<file path="config.mk">
export PLATFORM = sky130hd
export DESIGN_NAME = ysyx_22051468_mul_div_unit
export DESIGN_NICKNAME = d
export VERILOG_FILES = /design/src/rtl/ysyx_22051468_mul_div_unit_pkg.sv /design/src/rtl/ysyx_22051468_Dff.sv /design/src/rtl/ysyx_22051468_mul_div_core.sv /design/src/rtl/ysyx_22051468_mul_div_unit.sv
export SDC_FILE = /design/constraint.sdc
export NUM_CORES = 2
export LEC_CHECK = 0
export CELL_PAD_IN_SITES_DETAIL_PLACEMENT = 0
export CELL_PAD_IN_SITES_GLOBAL_PLACEMENT = 1
export CORE_ASPECT_RATIO = 1.75
export CORE_MARGIN = 2
export CORE_UTILIZATION = 36
export DETAILED_ROUTE_END_ITERATION = 10
export PLACE_DENSITY_LB_ADDON = 0.3
export SLEW_MARGIN = 20
export SYNTH_ARGS = -nofsm -noshare
export SYNTH_HDL_FRONTEND = slang
export SYNTH_SLANG_ARGS = --single-unit
</file>
<file path="constraint.sdc">
create_clock -name clk -period 9.1 [get_ports clk]
set_clock_uncertainty 0.15 [all_clocks]
set_input_delay 0.91 -clock clk [delete_from_list [all_inputs] [get_ports clk]]
set_output_delay 0.91 -clock clk [all_outputs]
set_load 0.01 [all_outputs]
</file>
<file path="src/rtl/ysyx_22051468_mul_div_unit_pkg.sv">
// Shared constants for the RV64M multiply/divide unit: funct3 operation
// codes, FSM state encoding and small operand-class helpers.
package ysyx_22051468_mul_div_unit_pkg;

    localparam logic [2:0] MD_MUL    = 3'd0;
    localparam logic [2:0] MD_MULH   = 3'd1;
    localparam logic [2:0] MD_MULHSU = 3'd2;
    localparam logic [2:0] MD_MULHU  = 3'd3;
    localparam logic [2:0] MD_DIV    = 3'd4;
    localparam logic [2:0] MD_DIVU   = 3'd5;
    localparam logic [2:0] MD_REM    = 3'd6;
    localparam logic [2:0] MD_REMU   = 3'd7;

    typedef enum logic [1:0] {
        MD_IDLE = 2'd0,
        MD_BUSY = 2'd1,
        MD_DONE = 2'd2
    } md_state_e;

    // rs1 is treated as a signed value for these operations
    function automatic logic op_signed_a(input logic [2:0] op);
        return (op == MD_MULH) || (op == MD_MULHSU) || (op == MD_DIV) || (op == MD_REM);
    endfunction

    // rs2 is treated as a signed value for these operations (MULHSU excluded)
    function automatic logic op_signed_b(input logic [2:0] op);
        return (op == MD_MULH) || (op == MD_DIV) || (op == MD_REM);
    endfunction

endpackage

</file>
<file path="src/rtl/ysyx_22051468_Dff.sv">
// Generic register with synchronous active-high reset and load enable.
module ysyx_22051468_Dff #(
    parameter int                 WIDTH     = 1,
    parameter logic [WIDTH-1:0]   RESET_VAL = {WIDTH{1'b0}}
) (
    input  logic             clk,
    input  logic             rst,
    input  logic             en,
    input  logic [WIDTH-1:0] d,
    output logic [WIDTH-1:0] q
);

    // Register with reset value and load enable
    always_ff @(posedge clk) begin
        if (rst) begin
            q <= RESET_VAL;
        end else if (en) begin
            q <= d;
        end else begin
            q <= q;
        end
    end

endmodule

</file>
<file path="src/rtl/ysyx_22051468_mul_div_core.sv">
// Iteration datapath shared by the shift-add multiplier and the restoring
// divider, plus the final sign fixup and result selection.
//   acc : product accumulator (multiply) / partial remainder (divide)
//   opb : multiplicand shifted left each step / divisor
//   shf : multiplier shifted right / dividend shifted out, quotient shifted in
// result_o is derived from the next-state values so the top can capture the
// finished result on the same edge that performs the last iteration.
module ysyx_22051468_mul_div_core
    import ysyx_22051468_mul_div_unit_pkg::*;
#(
    parameter int WIDTH = 64
) (
    input  logic             clk,
    input  logic             rst,
    input  logic             load_i,
    input  logic             load_div_i,
    input  logic             load_w_i,
    input  logic             step_i,
    input  logic [2:0]       op_i,
    input  logic             is_w_i,
    input  logic             neg_p_i,
    input  logic             neg_r_i,
    input  logic [WIDTH-1:0] mag_a_i,
    input  logic [WIDTH-1:0] mag_b_i,
    output logic [WIDTH-1:0] result_o
);

    localparam int H = WIDTH / 2;

    logic [2*WIDTH-1:0] acc_q, acc_d;
    logic [2*WIDTH-1:0] opb_q, opb_d;
    logic [WIDTH-1:0]   shf_q, shf_d;
    logic [2*WIDTH-1:0] sum_s;
    logic [WIDTH:0]     rem_shift_s;
    logic [WIDTH:0]     diff_s;
    logic [2*WIDTH-1:0] prod_s;
    logic [WIDTH-1:0]   quo_s, quo_f_s, rem_s, rem_f_s, raw_s;

    // Next-state: operand load, one shift-add step or one restoring step
    always_comb begin
        acc_d       = acc_q;
        opb_d       = opb_q;
        shf_d       = shf_q;
        sum_s       = acc_q + opb_q;
        rem_shift_s = {acc_q[WIDTH-1:0], shf_q[WIDTH-1]};
        diff_s      = rem_shift_s - {1'b0, opb_q[WIDTH-1:0]};
        if (load_i) begin
            acc_d = {(2*WIDTH){1'b0}};
            if (load_div_i) begin
                opb_d = {{WIDTH{1'b0}}, mag_b_i};
                // W divides pre-align the dividend so its MSB is always shf[WIDTH-1]
                shf_d = load_w_i ? {mag_a_i[H-1:0], {H{1'b0}}} : mag_a_i;
            end else begin
                opb_d = {{WIDTH{1'b0}}, mag_a_i};
                shf_d = mag_b_i;
            end
        end else if (step_i) begin
            if (op_i[2]) begin
                if (!diff_s[WIDTH]) begin
                    acc_d = {{WIDTH{1'b0}}, diff_s[WIDTH-1:0]};
                    shf_d = {shf_q[WIDTH-2:0], 1'b1};
                end else begin
                    acc_d = {{WIDTH{1'b0}}, rem_shift_s[WIDTH-1:0]};
                    shf_d = {shf_q[WIDTH-2:0], 1'b0};
                end
            end else begin
                if (shf_q[0]) begin
                    acc_d = sum_s;
                end else begin
                    acc_d = acc_q;
                end
                opb_d = {opb_q[2*WIDTH-2:0], 1'b0};
                shf_d = {1'b0, shf_q[WIDTH-1:1]};
            end
        end else begin
            acc_d = acc_q;
        end
    end

    // Sign fixup and result selection from the post-step values
    always_comb begin
        prod_s  = neg_p_i ? (~acc_d + {{(2*WIDTH-1){1'b0}}, 1'b1}) : acc_d;
        quo_s   = is_w_i ? {{H{1'b0}}, shf_d[H-1:0]} : shf_d;
        quo_f_s = neg_p_i ? (~quo_s + {{(WIDTH-1){1'b0}}, 1'b1}) : quo_s;
        rem_s   = acc_d[WIDTH-1:0];
        rem_f_s = neg_r_i ? (~rem_s + {{(WIDTH-1){1'b0}}, 1'b1}) : rem_s;
        case (op_i)
            MD_MUL:                      raw_s = prod_s[WIDTH-1:0];
            MD_MULH, MD_MULHSU, MD_MULHU: raw_s = prod_s[2*WIDTH-1:WIDTH];
            MD_DIV, MD_DIVU:             raw_s = quo_f_s;
            default:                     raw_s = rem_f_s;
        endcase
        if (is_w_i) begin
            result_o = {{H{raw_s[H-1]}}, raw_s[H-1:0]};
        end else begin
            result_o = raw_s;
        end
    end

    // Iteration registers
    always_ff @(posedge clk) begin
        if (rst) begin
            acc_q <= {(2*WIDTH){1'b0}};
            opb_q <= {(2*WIDTH){1'b0}};
            shf_q <= {WIDTH{1'b0}};
        end else begin
            acc_q <= acc_d;
            opb_q <= opb_d;
            shf_q <= shf_d;
        end
    end

endmodule

</file>
<file path="src/rtl/ysyx_22051468_mul_div_unit.sv">
// Iterative RV64M multiply/divide unit. Accepts one operation in IDLE,
// iterates N cycles in BUSY (N = WIDTH or WIDTH/2 for W forms), and presents
// the result with a one-cycle valid pulse in DONE. Divide-by-zero and signed
// overflow are resolved at accept time and go straight to DONE.
module ysyx_22051468_mul_div_unit
    import ysyx_22051468_mul_div_unit_pkg::*;
#(
    parameter int WIDTH = 64
) (
    input  logic             clk,
    input  logic             rst,
    input  logic             start_i,
    input  logic [2:0]       op_i,
    input  logic             is_W_i,
    input  logic [WIDTH-1:0] rs1_data_i,
    input  logic [WIDTH-1:0] rs2_data_i,
    input  logic             flush_i,
    output logic             hold_pipeline_o,
    output logic             valid_o,
    output logic [WIDTH-1:0] result_o
);

    localparam int H  = WIDTH / 2;
    localparam int CW = $clog2(WIDTH) + 1;
    localparam logic [CW-1:0] N_FULL = CW'(WIDTH);
    localparam logic [CW-1:0] N_HALF = CW'(H);

    md_state_e        state_q, state_d;
    logic [1:0]       state_raw_q;
    logic [CW-1:0]    counter_q, counter_d;
    logic [WIDTH-1:0] result_q, result_d;
    logic [2:0]       op_q, op_d;
    logic             is_w_q, is_w_d;
    logic             neg_p_q, neg_p_d;
    logic             neg_r_q, neg_r_d;

    logic             sgn_a_s, sgn_b_s, neg_a_s, neg_b_s;
    logic [WIDTH-1:0] src_a_s, src_b_s, mag_a_s, mag_b_s;
    logic [WIDTH-1:0] min_s, dividend_s, special_res_s, core_res_s;
    logic             div_zero_s, div_ovf_s, special_s;
    logic             load_s, step_s, hold_s;

    // Operand width/sign conditioning and divide special-case detection
    always_comb begin
        sgn_a_s = op_signed_a(op_i);
        sgn_b_s = op_signed_b(op_i);
        if (is_W_i) begin
            src_a_s = sgn_a_s ? {{H{rs1_data_i[H-1]}}, rs1_data_i[H-1:0]}
                              : {{H{1'b0}}, rs1_data_i[H-1:0]};
            src_b_s = sgn_b_s ? {{H{rs2_data_i[H-1]}}, rs2_data_i[H-1:0]}
                              : {{H{1'b0}}, rs2_data_i[H-1:0]};
            min_s      = {{(H+1){1'b1}}, {(H-1){1'b0}}};
            dividend_s = {{H{rs1_data_i[H-1]}}, rs1_data_i[H-1:0]};
        end else begin
            src_a_s    = rs1_data_i;
            src_b_s    = rs2_data_i;
            min_s      = {1'b1, {(WIDTH-1){1'b0}}};
            dividend_s = rs1_data_i;
        end
        neg_a_s    = sgn_a_s & src_a_s[WIDTH-1];
        neg_b_s    = sgn_b_s & src_b_s[WIDTH-1];
        mag_a_s    = neg_a_s ? (~src_a_s + {{(WIDTH-1){1'b0}}, 1'b1}) : src_a_s;
        mag_b_s    = neg_b_s ? (~src_b_s + {{(WIDTH-1){1'b0}}, 1'b1}) : src_b_s;
        div_zero_s = op_i[2] & (src_b_s == {WIDTH{1'b0}});
        div_ovf_s  = op_i[2] & ~op_i[0] & (src_a_s == min_s) & (src_b_s == {WIDTH{1'b1}});
        special_s  = div_zero_s | div_ovf_s;
        if (div_zero_s) begin
            special_res_s = op_i[1] ? dividend_s : {WIDTH{1'b1}};
        end else begin
            special_res_s = op_i[1] ? {WIDTH{1'b0}} : src_a_s;
        end
    end

    // FSM next state, counter, captured operation and stall request
    always_comb begin
        state_d   = state_q;
        counter_d = counter_q;
        result_d  = result_q;
        op_d      = op_q;
        is_w_d    = is_w_q;
        neg_p_d   = neg_p_q;
        neg_r_d   = neg_r_q;
        load_s    = 1'b0;
        step_s    = 1'b0;
        hold_s    = 1'b0;
        case (state_q)
            MD_IDLE: begin
                if (start_i && !flush_i) begin
                    hold_s  = 1'b1;
                    load_s  = 1'b1;
                    op_d    = op_i;
                    is_w_d  = is_W_i;
                    neg_p_d = neg_a_s ^ neg_b_s;
                    neg_r_d = neg_a_s;
                    if (special_s) begin
                        state_d   = MD_DONE;
                        counter_d = {CW{1'b0}};
                        result_d  = special_res_s;
                    end else begin
                        state_d   = MD_BUSY;
                        counter_d = is_W_i ? N_HALF : N_FULL;
                    end
                end else begin
                    state_d = MD_IDLE;
                end
            end
            MD_BUSY: begin
                hold_s    = 1'b1;
                step_s    = 1'b1;
                counter_d = counter_q - CW'(1);
                if (counter_q == CW'(1)) begin
                    state_d  = MD_DONE;
                    result_d = core_res_s;
                end else begin
                    state_d = MD_BUSY;
                end
            end
            MD_DONE: begin
                state_d = MD_IDLE;
            end
            default: begin
                state_d   = MD_IDLE;
                counter_d = {CW{1'b0}};
            end
        endcase
        // A redirect kills whatever is in flight and leaves the result untouched
        if (flush_i) begin
            state_d   = MD_IDLE;
            counter_d = {CW{1'b0}};
            result_d  = result_q;
            hold_s    = 1'b0;
        end else begin
            hold_s = hold_s;
        end
    end

    ysyx_22051468_Dff #(.WIDTH(2), .RESET_VAL(2'd0)) u_state_reg (
        .clk(clk), .rst(rst), .en(1'b1), .d(state_d), .q(state_raw_q)
    );

    ysyx_22051468_Dff #(.WIDTH(CW), .RESET_VAL({CW{1'b0}})) u_counter_reg (
        .clk(clk), .rst(rst), .en(1'b1), .d(counter_d), .q(counter_q)
    );

    ysyx_22051468_Dff #(.WIDTH(WIDTH), .RESET_VAL({WIDTH{1'b0}})) u_result_reg (
        .clk(clk), .rst(rst), .en(1'b1), .d(result_d), .q(result_q)
    );

    assign state_q = md_state_e'(state_raw_q);

    // Captured operation class and sign-fixup flags
    always_ff @(posedge clk) begin
        if (rst) begin
            op_q    <= 3'd0;
            is_w_q  <= 1'b0;
            neg_p_q <= 1'b0;
            neg_r_q <= 1'b0;
        end else begin
            op_q    <= op_d;
            is_w_q  <= is_w_d;
            neg_p_q <= neg_p_d;
            neg_r_q <= neg_r_d;
        end
    end

    ysyx_22051468_mul_div_core #(.WIDTH(WIDTH)) u_core (
        .clk       (clk),
        .rst       (rst),
        .load_i    (load_s),
        .load_div_i(op_i[2]),
        .load_w_i  (is_W_i),
        .step_i    (step_s),
        .op_i      (op_q),
        .is_w_i    (is_w_q),
        .neg_p_i   (neg_p_q),
        .neg_r_i   (neg_r_q),
        .mag_a_i   (mag_a_s),
        .mag_b_i   (mag_b_s),
        .result_o  (core_res_s)
    );

    assign hold_pipeline_o = hold_s;
    assign valid_o         = (state_q == MD_DONE) & ~flush_i;
    assign result_o        = result_q;

endmodule
</file>
==> results.sh, run 1 <==
export IMPL_place_hpwl_um=305000
export IMPL_cts_buffer_depth=3
export IMPL_syn_area_per_cell_um2=6.70
export IMPL_routabilityCongestion=1.15
export IMPL_die_x_um=287
export IMPL_syn_cell_area_um2=50400
export IMPL_status="stopped before the end"
export IMPL_synth_mux_area_share_pct=3.13
export IMPL_synth_fa_ha_area_share_pct=5.11
export IMPL_yosys_warnings=0
export IMPL_clockRootBuffer="clkbuf_16"
export IMPL_grt_max_degree=96
export IMPL_async_flop_share_pct=0
export IMPL_fp_row_count=181
export IMPL_syn_instance_count=7526
export IMPL_grt_pass1_vias=69700
export IMPL_synth_flop_cell="dfxtp_1"
export IMPL_synth_edff_count=0
export IMPL_synth_seq_area_share_pct=15.9
export IMPL_synthSimpleGateAreaFrac_pct=28.7
export IMPL_die_h_um=499
export IMPL_grt_pass1_wl_um=572000
export IMPL_port_buffers=201
export IMPL_grt_use_total_pct=56.1
export IMPL_synth_seq_cells=399
export IMPL_cts_sinks=399
export IMPL_synth_top_family_by_area="compound AO/OA/AOI/OAI gates"
export IMPL_synth_xor_area_share_pct=5.68
export IMPL_cts_htree_levels=2
export IMPL_ctsHoldBuffers=0
export IMPL_synth_compound_area_share_pct=35.6
export IMPL_cts_repair_resized=0
export IMPL_grt_overflow_total=45
export IMPL_post_cts_setup_buffers=0
export IMPL_ios=202
export IMPL_syn_num_nets=7862
export IMPL_error="[ERROR GRT-0116] Global routing finished with congestion. Check the congestion regions in the DRC Viewer."
export IMPL_start_util_pct=36.2
export IMPL_lastStage="5_1_grt"
export IMPL_ys_types=117
export IMPL_cts_inserted_buffers=51
[kinds of logic after synthesis]
group                    count (synthesis)
buffers and inverters                  727
adder cells (fa/ha/maj)                206
multiplexers                           150
AO/OA/AOI/OAI                         2724
XOR/XNOR                               327
AND/OR/NAND/NOR                       2993
flip-flops                             399
[metal layers]
layer,global-route usage [%],GRT overflow
met1,54.1,0
met2,82.9,29
met3,24.0,0
met4,66.1,16
met5,3.49,0
[Yosys cell counts, types with 134 or more instances]
master	instances	share of area, %
a211oi_1	166	2.5
a21oi_1	729	7.2
clkbuf_1	385	2.9
dfxtp_1	399	16
ha_1	198	4.9
inv_1	158	1.2
nand2_1	806	6.0
nand3_1	171	1.7
nand4_1	201	2.5
nor2_1	919	6.8
nor3_1	227	2.3
o211ai_1	139	2.1
o21ai_0	542	5.4
xnor2_1	193	3.4
xor2_1	134	2.3
[per-stage QoR]
step	setup WS [ns]	std cells	utilization, %	cell area (µm²)	hold WS [ns]
floorplan	2.84	7526	-	50400	0.304
global placement	0.529	9303	39.5	54900	0.297
detailed placement	0.502	9304	39.5	55000	0.300
CTS	1.22	9396	40.8	56700	0.312
==> run 2, diff against run 1 <==
--- a/config.mk
+++ b/config.mk
@@ -5,13 +5,10 @@
 export SDC_FILE = /design/constraint.sdc
 export NUM_CORES = 2
 export LEC_CHECK = 0
-export CELL_PAD_IN_SITES_DETAIL_PLACEMENT = 0
-export CELL_PAD_IN_SITES_GLOBAL_PLACEMENT = 1
-export CORE_ASPECT_RATIO = 1.75
 export CORE_MARGIN = 2
-export CORE_UTILIZATION = 36
+export CORE_UTILIZATION = 21
 export DETAILED_ROUTE_END_ITERATION = 10
-export PLACE_DENSITY_LB_ADDON = 0.3
+export PLACE_DENSITY_LB_ADDON = 0.15
 export SLEW_MARGIN = 20
 export SYNTH_ARGS = -nofsm -noshare
 export SYNTH_HDL_FRONTEND = slang
==> run 2 against run 1 <==
Effect of this change: the run now ends clean; synthesized area stayed put; synthesized cell count did not move.
==> results.sh, run 2 <==
export IMPL_power_leakage_nw=21.3
export IMPL_drc=0
export IMPL_hold_start="u_result_reg.q[7]$_SDFFE_PP0P_"
export IMPL_synth_top_area_share_pct=15.9
export IMPL_synth_most_common_cell="nor2_1"
export IMPL_syn_area_per_cell_um2=6.70
export IMPL_synth_edff_count=0
export IMPL_holdPathEnd="u_result_reg.q[7]$_SDFFE_PP0P_"
export IMPL_synth_xor_area_share_pct=5.68
export IMPL_synth_top_cells_by_count="nor2_1, nand2_1, a21oi_1"
export IMPL_antenna_found_initial=33
export IMPL_worst_ep_arrival_time_ns=9.02
export IMPL_async_flop_share_pct=0
export IMPL_setup_viol=0
export IMPL_slew_headroom_pct=8.32
export IMPL_grt_use_total_pct=29.4
export IMPL_syn_instance_count=7526
export IMPL_cp_cell_sequence="ha_1 > nand4_1 > nor2_1 > buf_4 > a221oi_1 > o21ai_0 > or2_1 > or4_1 > a31oi_1 > a311o_1 > nand4_1 > and4b_1 > and4_1 > nand3_1 > o311a_1 > o21ai_0 > a221oi_1 > buf_4 > o211ai_1 > a21oi_1"
export IMPL_cts_clk_slew_worst_paths_ns=0.07
export IMPL_vdd_drop_max_v=0.000162
export IMPL_grt_pass1_wl_um=511000
export IMPL_coreArea_um2=238000
export IMPL_synth_compound_area_share_pct=35.6
export IMPL_die_area_um2=244000
export IMPL_cap_violations=0
export IMPL_synth_top_family_by_area="compound AO/OA/AOI/OAI gates"
export IMPL_syn_cell_area_um2=50400
export IMPL_drt_first_pass_iters=6
export IMPL_place_hpwl_um=306000
export IMPL_ff2ff_path_depth=20
export IMPL_die_h_um=494
export IMPL_ctsHoldBuffers=0
export IMPL_yosys_warnings=0
export IMPL_ys_types=117
export IMPL_crit_path_max_incr_delay_ns=0.82
export IMPL_routed_wl_um=376000
export IMPL_fp_row_count=179
export IMPL_worstReg2RegEnd="u_result_reg.q[35]$_SDFFE_PP0P_"
export IMPL_path_class="flop to flop"
export IMPL_min_period_ns=8.58
export IMPL_worst_ep_required_time_ns=9.55
export IMPL_viasPerCell=6.13
export IMPL_cts_buffer_depth=3
export IMPL_netlist_top_cell_by_area="dfxtp_1"
export IMPL_cts_inserted_buffers=60
export IMPL_synth_seq_cells=399
export IMPL_most_common_layout_cells="nor2_1, nand2_1, a21oi_1, o21ai_0, dfxtp_1"
export IMPL_syn_num_nets=7862
export IMPL_final_common_cell="nor2_1"
export IMPL_synth_mux_area_share_pct=3.13
export IMPL_worst_pin_slew_ns=1.37
export IMPL_clockRootBuffer="clkbuf_16"
export IMPL_routabilityCongestion=1.03
export IMPL_power_density_nw_per_um2=123
export IMPL_critical_path_reg2reg_startpoint="u_core.acc_q[27]$_SDFF_PP0_"
export IMPL_synth_seq_area_share_pct=15.9
export IMPL_drive_above_1_share_pct=8.80
export IMPL_die_x_um=494
export IMPL_worst_slack_ns=0.525
export IMPL_final_hold_viol_count=0
export IMPL_ff2ff_setup_slack_ns=0.52
export IMPL_clock_fmax_ghz=0.117
export IMPL_place_ws_ns=0.920
export IMPL_synthSimpleGateAreaFrac_pct=28.7
export IMPL_cts_repair_resized=0
export IMPL_cts_htree_levels=2
export IMPL_drt_iter0_drc=9554
export IMPL_tns_ns=0
export IMPL_hp_class="flop to flop"
export IMPL_final_period_utilization_pct=94.2
export IMPL_rsz0062_at_grt="false"
export IMPL_critPathCaptureType="flop"
export IMPL_synth_fa_ha_area_share_pct=5.11
export IMPL_post_cts_setup_buffers=0
export IMPL_synthToLayoutAreaGrowth_pct=16.7
export IMPL_start_kind="flop"
export IMPL_drv_slew=0
export IMPL_critPathMaxFanout=10
export IMPL_cts_tree="done"
export IMPL_start_util_pct=21.1
export IMPL_cts_sinks=399
export IMPL_port_buffers=201
export IMPL_critPathSlowestCell="a221oi_1"
export IMPL_synth_flop_cell="dfxtp_1"
export IMPL_via_count=66000
export IMPL_antenna_left=0
export IMPL_min_path_cells=2
export IMPL_grt_max_degree=130
export IMPL_clk_latency_ns=0.76
export IMPL_nets=7872
export IMPL_synth_area_leaders="dfxtp_1, a21oi_1, nor2_1, nand2_1, o21ai_0"
export IMPL_status="completed"
export IMPL_reg_top3="u_core.acc_q (128), u_core.opb_q (128)"
export IMPL_grt_pass1_vias=60500
export IMPL_grt_overflow_total=0
export IMPL_routedWlPerCell_um=34.9
export IMPL_ios=202
-- run 2: worst max path at each step --
stage / end / depth (start not counted) / startpoint
final: u_result_reg.q[35]$_SDFFE_PP0P_ / 20 / u_core.acc_q[27]$_SDFF_PP0_
after global routing: u_result_reg.q[35]$_SDFFE_PP0P_ / 20 / u_core.acc_q[27]$_SDFF_PP0_
after CTS: u_result_reg.q[35]$_SDFFE_PP0P_ / 20 / u_core.acc_q[27]$_SDFF_PP0_
after detailed placement: u_result_reg.q[49]$_SDFFE_PP0P_ / 18 / op_i[0]
after global placement: u_result_reg.q[49]$_SDFFE_PP0P_ / 18 / op_i[0]
after floorplan: u_result_reg.q[62]$_SDFFE_PP0P_ / 24 / op_i[2]
-- run 2: critical path: cells and delay by family, from the launching register on --
family	cells	cell delay, ns
AOI/OAI and AO/OA	9	4.04
and+or+nand+nor	8	2.71
DFF	1	0.58
adders and majority gates	1	0.52
buffers and inverters	2	0.41
-- run 2: stage by stage --
stage | instance area, µm² | power, mW | std cells | hold slack (ns) | util [%]
final | 58800 | 7.25 | 10800 | 0.315 | 24.7
after global routing | 58800 | 7.42 | 10800 | 0.332 | 24.7
after CTS | 58700 | 7.17 | 10700 | 0.314 | 24.6
after detailed placement | 56600 | 4.52 | 10600 | 0.301 | 23.8
after global placement | 56600 | 4.53 | 10600 | 0.292 | 23.8
after floorplan | 50400 | 3.30 | 7526 | 0.304 | -
-- run 2: cell families (layout without fill, tap and decap cells) --
family	count (synthesis)	after routing
compound gates	2724	2724
xor+xnor	327	327
fa+ha+maj	206	206
buf+inv	727	784
flops	399	399
mux	150	150
other cells	0	6
simple gates	2993	2993
-- run 2: report_power, final --
part           internal, mW  switching (mW)
registers              1.80          0.0658
logic                 0.772            1.97
clock network          1.53            1.12
-- run 2: metal layers --
metal | track usage [%] | wire length, µm
met1 | 40.5 | 163000
met2 | 42.3 | 152000
met3 | 8.09 | 41300
met4 | 12.7 | 19300
met5 | 0 | 161
-- run 2: cell type report --
| type | count | area (µm²) |
|---|---|---|
| Clock buffer | 83 | 1710 |
| Timing Repair Buffer | 514 | 4440 |
| Sequential cell | 399 | 8000 |
| Fill cell | 27000 | 180000 |
| Multi-Input combinational cell | 6400 | 39700 |
| Antenna cell | 6 | 15.0 |
| Tap cell | 3167 | 3960 |
| Inverter | 161 | 604 |
| Clock inverter | 26 | 379 |
Note: power is estimated with default switching activity, not from simulation.
